$ cat src/rtl/mem_stage_if.sv
// Data-memory request/acknowledge port used by the MEM stage.
// The MEM stage is the master; memory (or the bench) is the slave.
interface mem_stage_if;
  logic        req;
  logic        we;
  logic [31:0] addr;
  logic [3:0]  byte_en;
  logic [31:0] wdata;
  logic [31:0] rdata;
  logic        ack;

  modport master (
    output req, we, addr, byte_en, wdata,
    input  rdata, ack
  );

  modport slave (
    input  req, we, addr, byte_en, wdata,
    output rdata, ack
  );
endinterface

$ cat src/rtl/mem_stage.sv
// MEM stage of the 5-stage MIPS pipeline: byte/half/word loads and stores over a req/ack port,
// stalling the front of the pipeline while an access is outstanding.
//
// state | meaning
// IDLE  | no access in flight; non-mem ops pass through, aligned mem ops issue req
// WAIT  | req held, waiting for ack; timeout counter running
// DONE  | access finished; load result / bus error presented, pipeline advances
module mem_stage #(
  parameter int TIMEOUT_CYCLES = 255,
  parameter int CNT_WIDTH      = 8
) (
  input  logic        clock,
  input  logic        reset,
  input  logic [7:0]  mem_operator,
  input  logic [31:0] mem_operand_a,
  input  logic [31:0] mem_operand_b,
  input  logic        mem_reg_write_enable,
  input  logic [4:0]  mem_reg_write_address,
  input  logic [31:0] mem_reg_write_data,
  mem_stage_if.master dmem,
  output logic        wb_reg_write_enable,
  output logic [4:0]  wb_reg_write_address,
  output logic [31:0] wb_reg_write_data,
  output logic        stall_request,
  output logic        exc_misaligned,
  output logic        exc_bus_error
);

  localparam logic [7:0] OP_LB  = 8'h20;
  localparam logic [7:0] OP_LH  = 8'h21;
  localparam logic [7:0] OP_LW  = 8'h23;
  localparam logic [7:0] OP_LBU = 8'h24;
  localparam logic [7:0] OP_LHU = 8'h25;
  localparam logic [7:0] OP_SB  = 8'h28;
  localparam logic [7:0] OP_SH  = 8'h29;
  localparam logic [7:0] OP_SW  = 8'h2B;

  localparam logic [CNT_WIDTH-1:0] CNT_LAST = CNT_WIDTH'(TIMEOUT_CYCLES - 1);

  typedef enum logic [1:0] {
    S_IDLE,
    S_WAIT,
    S_DONE
  } state_t;

  state_t               state, state_nxt;
  logic [CNT_WIDTH-1:0] count, count_nxt;
  logic [31:0]          load_data, load_data_nxt;
  logic                 bus_err, bus_err_nxt;

  logic is_load, is_store, is_mem;
  logic size_byte, size_half, size_word, sign_ext;
  logic misaligned;
  logic [7:0]  lane_byte;
  logic [15:0] lane_half;
  logic [31:0] load_result;

  always_comb begin
    is_load   = 1'b0;
    is_store  = 1'b0;
    size_byte = 1'b0;
    size_half = 1'b0;
    sign_ext  = 1'b0;
    case (mem_operator)
      OP_LB:   begin is_load  = 1'b1; size_byte = 1'b1; sign_ext = 1'b1; end
      OP_LBU:  begin is_load  = 1'b1; size_byte = 1'b1; end
      OP_LH:   begin is_load  = 1'b1; size_half = 1'b1; sign_ext = 1'b1; end
      OP_LHU:  begin is_load  = 1'b1; size_half = 1'b1; end
      OP_LW:   is_load = 1'b1;
      OP_SB:   begin is_store = 1'b1; size_byte = 1'b1; end
      OP_SH:   begin is_store = 1'b1; size_half = 1'b1; end
      OP_SW:   is_store = 1'b1;
      default: ;
    endcase
  end

  assign is_mem     = is_load | is_store;
  assign size_word  = is_mem & ~size_byte & ~size_half;
  assign misaligned = (size_half & mem_operand_a[0]) | (size_word & (|mem_operand_a[1:0]));

  // Bus fields come straight from the held EX/MEM register, so they stay stable while req is high.
  assign dmem.we   = is_store;
  assign dmem.addr = {mem_operand_a[31:2], 2'b00};

  always_comb begin
    dmem.byte_en = 4'b1111;
    dmem.wdata   = mem_operand_b;
    if (size_byte) begin
      dmem.byte_en = 4'b0001 << mem_operand_a[1:0];
      dmem.wdata   = {4{mem_operand_b[7:0]}};
    end else if (size_half) begin
      dmem.byte_en = 4'b0011 << {mem_operand_a[1], 1'b0};
      dmem.wdata   = {2{mem_operand_b[15:0]}};
    end
  end

  always_comb begin
    case (mem_operand_a[1:0])
      2'd0:    lane_byte = load_data[7:0];
      2'd1:    lane_byte = load_data[15:8];
      2'd2:    lane_byte = load_data[23:16];
      default: lane_byte = load_data[31:24];
    endcase
    lane_half = mem_operand_a[1] ? load_data[31:16] : load_data[15:0];
    if (size_byte)
      load_result = {{24{sign_ext & lane_byte[7]}}, lane_byte};
    else if (size_half)
      load_result = {{16{sign_ext & lane_half[15]}}, lane_half};
    else
      load_result = load_data;
  end

  always_ff @(posedge clock) begin
    if (reset) begin
      state     <= S_IDLE;
      count     <= '0;
      load_data <= '0;
      bus_err   <= 1'b0;
    end else begin
      state     <= state_nxt;
      count     <= count_nxt;
      load_data <= load_data_nxt;
      bus_err   <= bus_err_nxt;
    end
  end

  always_comb begin
    state_nxt            = state;
    count_nxt            = count;
    load_data_nxt        = load_data;
    bus_err_nxt          = bus_err;
    dmem.req             = 1'b0;
    stall_request        = 1'b0;
    wb_reg_write_enable  = 1'b0;
    wb_reg_write_address = mem_reg_write_address;
    wb_reg_write_data    = mem_reg_write_data;
    exc_misaligned       = 1'b0;
    exc_bus_error        = 1'b0;

    case (state)
      S_IDLE: begin
        if (!is_mem) begin
          wb_reg_write_enable = mem_reg_write_enable;
        end else if (misaligned) begin
          exc_misaligned = 1'b1;
        end else begin
          dmem.req      = 1'b1;
          stall_request = 1'b1;
          count_nxt     = count + 1'b1;
          if (dmem.ack) begin
            load_data_nxt = dmem.rdata;
            state_nxt     = S_DONE;
          end else begin
            state_nxt = S_WAIT;
          end
        end
      end
      S_WAIT: begin
        dmem.req      = 1'b1;
        stall_request = 1'b1;
        count_nxt     = count + 1'b1;
        // The counter includes the issuing IDLE cycle, so req is high for exactly TIMEOUT_CYCLES.
        if (dmem.ack) begin
          load_data_nxt = dmem.rdata;
          state_nxt     = S_DONE;
        end else if (count == CNT_LAST) begin
          bus_err_nxt = 1'b1;
          state_nxt   = S_DONE;
        end
      end
      S_DONE: begin
        state_nxt     = S_IDLE;
        count_nxt     = '0;
        bus_err_nxt   = 1'b0;
        exc_bus_error = bus_err;
        if (is_load) begin
          wb_reg_write_enable = mem_reg_write_enable & ~bus_err;
          wb_reg_write_data   = bus_err ? 32'h0 : load_result;
        end
      end
      default: state_nxt = S_IDLE;
    endcase

    if (reset) begin
      dmem.req             = 1'b0;
      stall_request        = 1'b0;
      wb_reg_write_enable  = 1'b0;
      wb_reg_write_address = 5'd0;
      wb_reg_write_data    = 32'h0;
      exc_misaligned       = 1'b0;
      exc_bus_error        = 1'b0;
    end
  end

endmodule

$ cat src/flat_wrapper.sv
// flat-port wrapper written by rule: the top's interface ports become plain ports
module mem_stage_flat 
#(
  parameter int TIMEOUT_CYCLES = 255,
  parameter int CNT_WIDTH      = 8
)
  (clock, reset, mem_operator, mem_operand_a, mem_operand_b, mem_reg_write_enable, mem_reg_write_address, mem_reg_write_data, wb_reg_write_enable, wb_reg_write_address, wb_reg_write_data, stall_request, exc_misaligned, exc_bus_error, dmem_req, dmem_we, dmem_addr, dmem_byte_en, dmem_wdata, dmem_rdata, dmem_ack);
  mem_stage_if dmem_i ();
  input  logic clock;
  input  logic reset;
  input  logic [7:0] mem_operator;
  input  logic [31:0] mem_operand_a;
  input  logic [31:0] mem_operand_b;
  input  logic mem_reg_write_enable;
  input  logic [4:0] mem_reg_write_address;
  input  logic [31:0] mem_reg_write_data;
  output logic wb_reg_write_enable;
  output logic [4:0] wb_reg_write_address;
  output logic [31:0] wb_reg_write_data;
  output logic stall_request;
  output logic exc_misaligned;
  output logic exc_bus_error;
  output wire logic [$bits(dmem_i.req)-1:0] dmem_req;
  output wire logic [$bits(dmem_i.we)-1:0] dmem_we;
  output wire logic [$bits(dmem_i.addr)-1:0] dmem_addr;
  output wire logic [$bits(dmem_i.byte_en)-1:0] dmem_byte_en;
  output wire logic [$bits(dmem_i.wdata)-1:0] dmem_wdata;
  input wire logic [$bits(dmem_i.rdata)-1:0] dmem_rdata;
  input wire logic [$bits(dmem_i.ack)-1:0] dmem_ack;
  assign dmem_req = dmem_i.req;
  assign dmem_we = dmem_i.we;
  assign dmem_addr = dmem_i.addr;
  assign dmem_byte_en = dmem_i.byte_en;
  assign dmem_wdata = dmem_i.wdata;
  assign dmem_i.rdata = dmem_rdata;
  assign dmem_i.ack = dmem_ack;
  mem_stage #(.TIMEOUT_CYCLES(TIMEOUT_CYCLES), .CNT_WIDTH(CNT_WIDTH)) u_core (.clock(clock), .reset(reset), .mem_operator(mem_operator), .mem_operand_a(mem_operand_a), .mem_operand_b(mem_operand_b), .mem_reg_write_enable(mem_reg_write_enable), .mem_reg_write_address(mem_reg_write_address), .mem_reg_write_data(mem_reg_write_data), .dmem(dmem_i), .wb_reg_write_enable(wb_reg_write_enable), .wb_reg_write_address(wb_reg_write_address), .wb_reg_write_data(wb_reg_write_data), .stall_request(stall_request), .exc_misaligned(exc_misaligned), .exc_bus_error(exc_bus_error));
endmodule
$ cat config.mk
export PLATFORM = sky130hd
export DESIGN_NAME = mem_stage_flat
export DESIGN_NICKNAME = d
export VERILOG_FILES = /design/src/rtl/mem_stage_if.sv /design/src/rtl/mem_stage.sv /design/src/flat_wrapper.sv
export SDC_FILE = /design/constraint.sdc
export NUM_CORES = 1
export LEC_CHECK = 0
export CAP_MARGIN = 20
export CORE_AREA = 4 4 98 100
export CTS_BUF_LIST = sky130_fd_sc_hd__clkbuf_8
export DETAILED_ROUTE_END_ITERATION = 12
export DIE_AREA = 0 0 102 104
export DONT_BUFFER_PORTS = 1
export GPL_TIMING_DRIVEN = 0
export HOLD_SLACK_MARGIN = 0.15
export PLACE_DENSITY_LB_ADDON = 0.25
export SLEW_MARGIN = 5
export SYNTH_ARGS = -nofsm -noshare
export SYNTH_HDL_FRONTEND = slang
export SYNTH_SLANG_ARGS = --single-unit
export TNS_END_PERCENT = 5
$ cat constraint.sdc
create_clock -name clock -period 3.77 [get_ports clock]
set_clock_uncertainty 0.1 [all_clocks]
set_input_delay 0.9425 -clock clock [delete_from_list [all_inputs] [get_ports clock]]
set_output_delay 0.9425 -clock clock [all_outputs]
set_load 0.005 [all_outputs]
======== Yosys cells after proc, flatten, opt, wreduce, memory -nomap -nowiden ========
Cells that the tools add are included.
operators by class
  add/sub/neg operators ................... 1
  equal/unequal tests ..................... 18
  shift-type cells ........................ 2
  mux-type cells .......................... 48
  bitwise operators ....................... 12
  reduce and logical (&&, ||, !) cells .... 15
operators by type and width
  cell                                                    number
  2-to-1 mux 32 bit                                       11
  equality test 8 x 6 -> 1 bit (second input constant)    8
  one-hot mux 32 bit (2 select lines)                     1
  one-hot mux 8 bit (3 select lines)                      2
  2-to-1 mux 1 bit                                        19
  2-to-1 mux 16 bit                                       1
  2-to-1 mux 8 bit                                        2
  AND reduction 3 bit                                     4
  2-to-1 mux 2 bit                                        5
  OR reduction 3 bit                                      3
  adder 8 x 1 -> 8 bit (second input constant)            1
  equality test 8 bit (second input constant)             1
  2-to-1 mux 4 bit                                        2
  AND 1 bit                                               7
  one-hot mux 1 bit (2 select lines)                      3
  2-to-1 mux 5 bit                                        1
  OR reduction 5 bit                                      1
  equality test 2 x 1 -> 1 bit (second input constant)    2
  equality test 2 bit (second input constant)             2
  logical NOT 2 bit                                       2
  inequality test 2 x 1 -> 1 bit (second input constant)  2
  inequality test 2 bit (second input constant)           2
  one-hot mux 2 bit (2 select lines)                      1
  nonzero test 2 bit                                      2
  other kinds (7)                                         11
storage, ports and cells
  register bits after elaboration ......... 43
  output and inout bits ................... 111
  logic and storage cells ................. 100

======== Logic depth before layout (Yosys ltp) ========
  word-level depth ........................ 12
  depth in mapped cells ................... 8
  gate-level depth less buffers ........... 6

======== Worst setup path before layout ========
Ideal clock, no wire load.
  path type ............................... input to output
  from .................................... in mem_operator[4]
  to ...................................... out wb_reg_write_data[10]
  arrival time ............................ 2.651 ns
  slack ................................... 0.077 ns
  cell stages on the path ................. 8
  path buffers ............................ 3
  path through ............................ or4b_4 buf_6 or3_1 buf_4 a21oi_4 buf_6 o22ai_1 o21ai_2
on the way
  longest elaborated chain between the ends .. 9
  elaborated cells on any way between the ends .. 22
  those cells by class .................... eq/ne: 7; mux: 10; bitwise: 1; reduce/logical: 4
RTL lines
  what                                                                       RTL line                            text
  from (decl)                                                                flat_wrapper.sv:11                  input logic [7:0] mem_operator;
  equality test 8 x 6 -> 1 bit                                               mem_stage.sv:64                     case (mem_operator)
  OR reduction 3 bit (no line) / OR reduction 2 bit (equally long branches)  n/a
  2-to-1 mux 1 bit                                                           mem_stage.sv:64
  2-to-1 mux 32 bit / AND 1 bit (equally long branches)                      mem_stage.sv:107, mem_stage.sv:106
  2-to-1 mux 32 bit                                                          mem_stage.sv:105                    if (size_byte)
  2-to-1 mux 32 bit                                                          mem_stage.sv:178                    wb_reg_write_data = bus_err ? 32'h0 : load_result;
  2-to-1 mux 32 bit *                                                        mem_stage.sv:176                    if (is_load) begin
  2-to-1 mux 32 bit *                                                        mem_stage.sv:140                    case (state)
  2-to-1 mux 32 bit *                                                        mem_stage.sv:184                    if (reset) begin
  to (decl)                                                                  flat_wrapper.sv:19                  output logic [31:0] wb_reg_write_data;
Mark *: on every way between the ends. The rest lies on a longest branch, timed or not.

======== Worst setup path after layout ========
  from .................................... in mem_operator[4]
  to ...................................... out wb_reg_write_data[6]
on the way
  longest elaborated chain between the ends .. 9
  elaborated cells on any way between the ends .. 19
  those cells by class .................... eq/ne: 7; mux: 9; reduce/logical: 3
RTL lines
  what                          RTL line          text
  equality test 8 x 6 -> 1 bit  mem_stage.sv:64
  OR reduction 3 bit (no line)  n/a
  2-to-1 mux 1 bit              mem_stage.sv:64
  2-to-1 mux 32 bit             mem_stage.sv:107  else if (size_half)
  2-to-1 mux 32 bit             mem_stage.sv:105
  2-to-1 mux 32 bit             mem_stage.sv:178
  2-to-1 mux 32 bit *           mem_stage.sv:176
  2-to-1 mux 32 bit *           mem_stage.sv:140
  2-to-1 mux 32 bit *           mem_stage.sv:184
Marked as above.

==> run summary <==
Status = finished clean
IO Pins = 256
Setup ws final = 0.0304 ns
Share of layout cells above drive strength 1 = 23.2%
Clock sinks = 43
Reg-to-reg endpoint = u_core.count[7]$_SDFFE_PP0P_
Most used flip-flop cell after synthesis = dfxtp_1
Critical path's most frequent cell = buf_6
CTS tree = done
Final hold viol count = 0
Synth-to-layout area growth = 9.22%
Worst Path Arrival = 2.70 ns
Die Area = 10600 sq um
CP Max Fanout = 8
Total Routed Length = 13500 microns
Cell area power density = 246 nW/um^2
Largest net degree at the start of global routing = 15
WP buf/inv = 2
Final #Nets = 698
Worst-Skew Late Latency = 0.31 ns
Async set or reset register ratio after synthesis = 0%
Cell Area, Synth = 3950 sq um
H-Tree Depth = 2
Hold depth = 2
Worst r2r path cells = 5
Grt total ovfl = 0
1st-pass router iterations = 5
Clock buffer count from CTS = 5
Setup Crit Path Kind = primary input to output pin
Max Cap Viol = 0
Clock network power share = 36.8%
Post-place setup slack = -0.581 ns
I/O Buffers = 0
Die Y = 104 microns
Max clock buf depth = 2
Setup violations, final = 0
EDFF count, synth = 0
Crit path launch = mem_operator[4]
Crit. End Element = output pin
R2R setup slack = 1.86 ns
Cell area after layout = 4310 sq um
YS warnings = 0
Logic pwr share = 19.4%
Critical path depth in cells = 7
Top-count cell post-synth = nand2_1
Net Sw Frac = 27.7%
Final-report max-slew violation count = 0
Post-route antenna net violation count = 0
Starting density of the core = 45.5%
FMAX = 267 MHz
Average wire per cell in the routed design = 20.4 microns
Ant diodes = 0
CP peak stage delay = 0.57 ns
Seq pwr share = 43.9%
Leak = 1.58 nW
Period minus WS final = 3.74 ns
Crit-path cells = or4b_4 -> or3_4 -> buf_6 -> a21oi_4 -> buf_6 -> o22ai_1 -> o21ai_2
Worst Tran Pin Value = 0.974 ns
Yosys cell types = 64
Vias in the first global route = 3759
GPL Wtd Cong = 0.907
DRT iter0 DRCs = 165
#FFs+latches synth = 43
Hpwl dp = 10800 microns
Rel. slew slack = 34.9%
Area leader, netlist = dfxtp_1
Peak VDD IR = 0.000171 V
Reg2Reg Launch Point = u_core.count[0]$_SDFFE_PP0P_
Critical Path RT = 2.73 ns
Dpl cells = 646
Critical path's slowest cell = or4b_4
CTS Hold Buffers Added = 0
Seq/Total Area, Yosys = 21.8%
Total number of vias = 3890
Antenna violations before repair = 0
Synth top area share = 21.8%
Post-DP Area = 4090 sq um
Setup TNS = 0 ns
Cell-internal power = 0.000766 W
First-pass GRT wire length = 20100 microns
Total power = 0.00106 W
Vias/cell = 5.89
Synth area leaders = dfxtp_1 22%, nand2_1 15%, mux2i_1 11%
Setup crit start kind = primary input
CTS root buf = clkbuf_8
Clock transition at path regs = 0.10 ns
Tot GR Track Use = 23.8%
Switch Pwr = 0.000293 W
Syn Inst Count = 537
Syn avg cell area = 7.35 sq um
CP top delay family = simple AND/OR/NAND/NOR gates
Row Count = 34
Core ar. = 8680 sq um
Synth top cells by count = 153 x nand2_1, 43 x dfxtp_1, 42 x buf_4, 42 x mux2i_1, 26 x o21ai_0
Final Cycle Share = 99.2%
DRC errors left = 0
Non-filler instance count after layout = 660
RSZ-0062 raised after global routing = yes
Critical Path End = wb_reg_write_data[6]
Die Width = 102 microns
Hold/Removal Path Class = register to register
## cells by family (layout without fill, tap and decap cells)
| kind of cell | Yosys count | count (layout) | share of synthesized area, % |
|---|---|---|---|
| AO/OA/AOI/OAI | 115 | 115 | 20.7 |
| XOR/XNOR | 1 | 1 | 0.222 |
| adder cells (fa/ha/maj) | 2 | 2 | 0.634 |
| AND/OR/NAND/NOR | 236 | 236 | 27.3 |
| flip-flops | 43 | 43 | 21.8 |
| buffers and inverters | 88 | 102 | 15.7 |
| other | 1 | 2 | 0.0950 |
| multiplexers | 51 | 51 | 13.5 |
## sequential cells by signal, indices dropped and copies added (netlist names)
name,cells
u_core.state,2
u_core.load_data,32
u_core.bus_err,1
u_core.count,8
## per-stage QoR
stage | hold WS, ns | util [%]
6_report | 0.384 | 49.7
5_1_grt | 0.404 | 49.7
4_1_cts | 0.375 | 49.3
3_5_place_dp | 0.362 | 47.1
3_3_place_gp | 0.357 | 47.1
2_1_floorplan | 0.338 | -
## worst min-delay path by stage
stage,startpoint,endpoint
2_1_floorplan,u_core.bus_err$_SDFFE_PP0P_,u_core.bus_err$_SDFFE_PP0P_
3_3_place_gp,u_core.bus_err$_SDFFE_PP0P_,u_core.bus_err$_SDFFE_PP0P_
3_5_place_dp,u_core.bus_err$_SDFFE_PP0P_,u_core.bus_err$_SDFFE_PP0P_
4_1_cts,u_core.bus_err$_SDFFE_PP0P_,u_core.bus_err$_SDFFE_PP0P_
5_1_grt,u_core.bus_err$_SDFFE_PP0P_,u_core.bus_err$_SDFFE_PP0P_
6_report,u_core.bus_err$_SDFFE_PP0P_,u_core.bus_err$_SDFFE_PP0P_
## metal layers
| layer | global-route usage, % | part of all wire, % | vias to the layer above |
|---|---|---|---|
| met5 | 0 | 0 | - |
| met4 | 6.84 | 2.3 | 0 |
| met3 | 6.04 | 9.5 | 22 |
| met2 | 42.5 | 51 | 217 |
| met1 | 27.5 | 37 | 1813 |
| li1 | - | - | 1838 |
## final cells by class
class	instances	area, sq um
Tap cell	108	135
Sequential cell	43	861
Clock buffer	6	82.6
Timing Repair Buffer	7	60.1
Clock inverter	2	38.8
Inverter	8	30.0
Multi-Input combinational cell	407	2520
Fill cell	841	4370
Buffer	79	586
## power groups by stage
| stage | logic [W] | registers [W] | clock network, W |
|---|---|---|---|
| finish | 0.000205 | 0.000465 | 0.000390 |
| global route | 0.000226 | 0.000466 | 0.000416 |
| CTS | 0.000204 | 0.000465 | 0.000398 |
| detailed placement | 0.000201 | 0.000476 | 0 |
| global placement | 0.000200 | 0.000475 | 0 |
| floorplan | 0.000165 | 0.000474 | 0 |
## worst min-delay path, cell delays in order, from the launching register on
cell	delay [ns]
dfxtp_1	0.33
nand2_1	0.06
a21oi_1	0.05
## repair_timing
action                                 CTS  global route
buffers inserted                         5             1
gates cloned                             1             0
pin swaps                                4             3
resized for setup                        8             6
setup endpoints to repair               40            32
endpoints found under the hold margin    0             0
## cells in the final DEF (no fill, tap or decap), types with 4 or more instances in the layout
master and count:
buf_4 46, nand2_1 153, nand3_1 6, dfxtp_1 43
nor2_1 25, nor2b_1 14, o22ai_1 14, buf_12 4
a31oi_1 9, buf_6 9, inv_1 8, a211oi_1 9
clkbuf_8 7, o21ai_1 7, or3_1 4, clkbuf_1 18
mux2i_1 42, a21oi_1 7, o21ai_2 20, or2_2 5
mux2_2 8, o21ai_0 26
No activity file was read; power rests on OpenSTA's default activity.
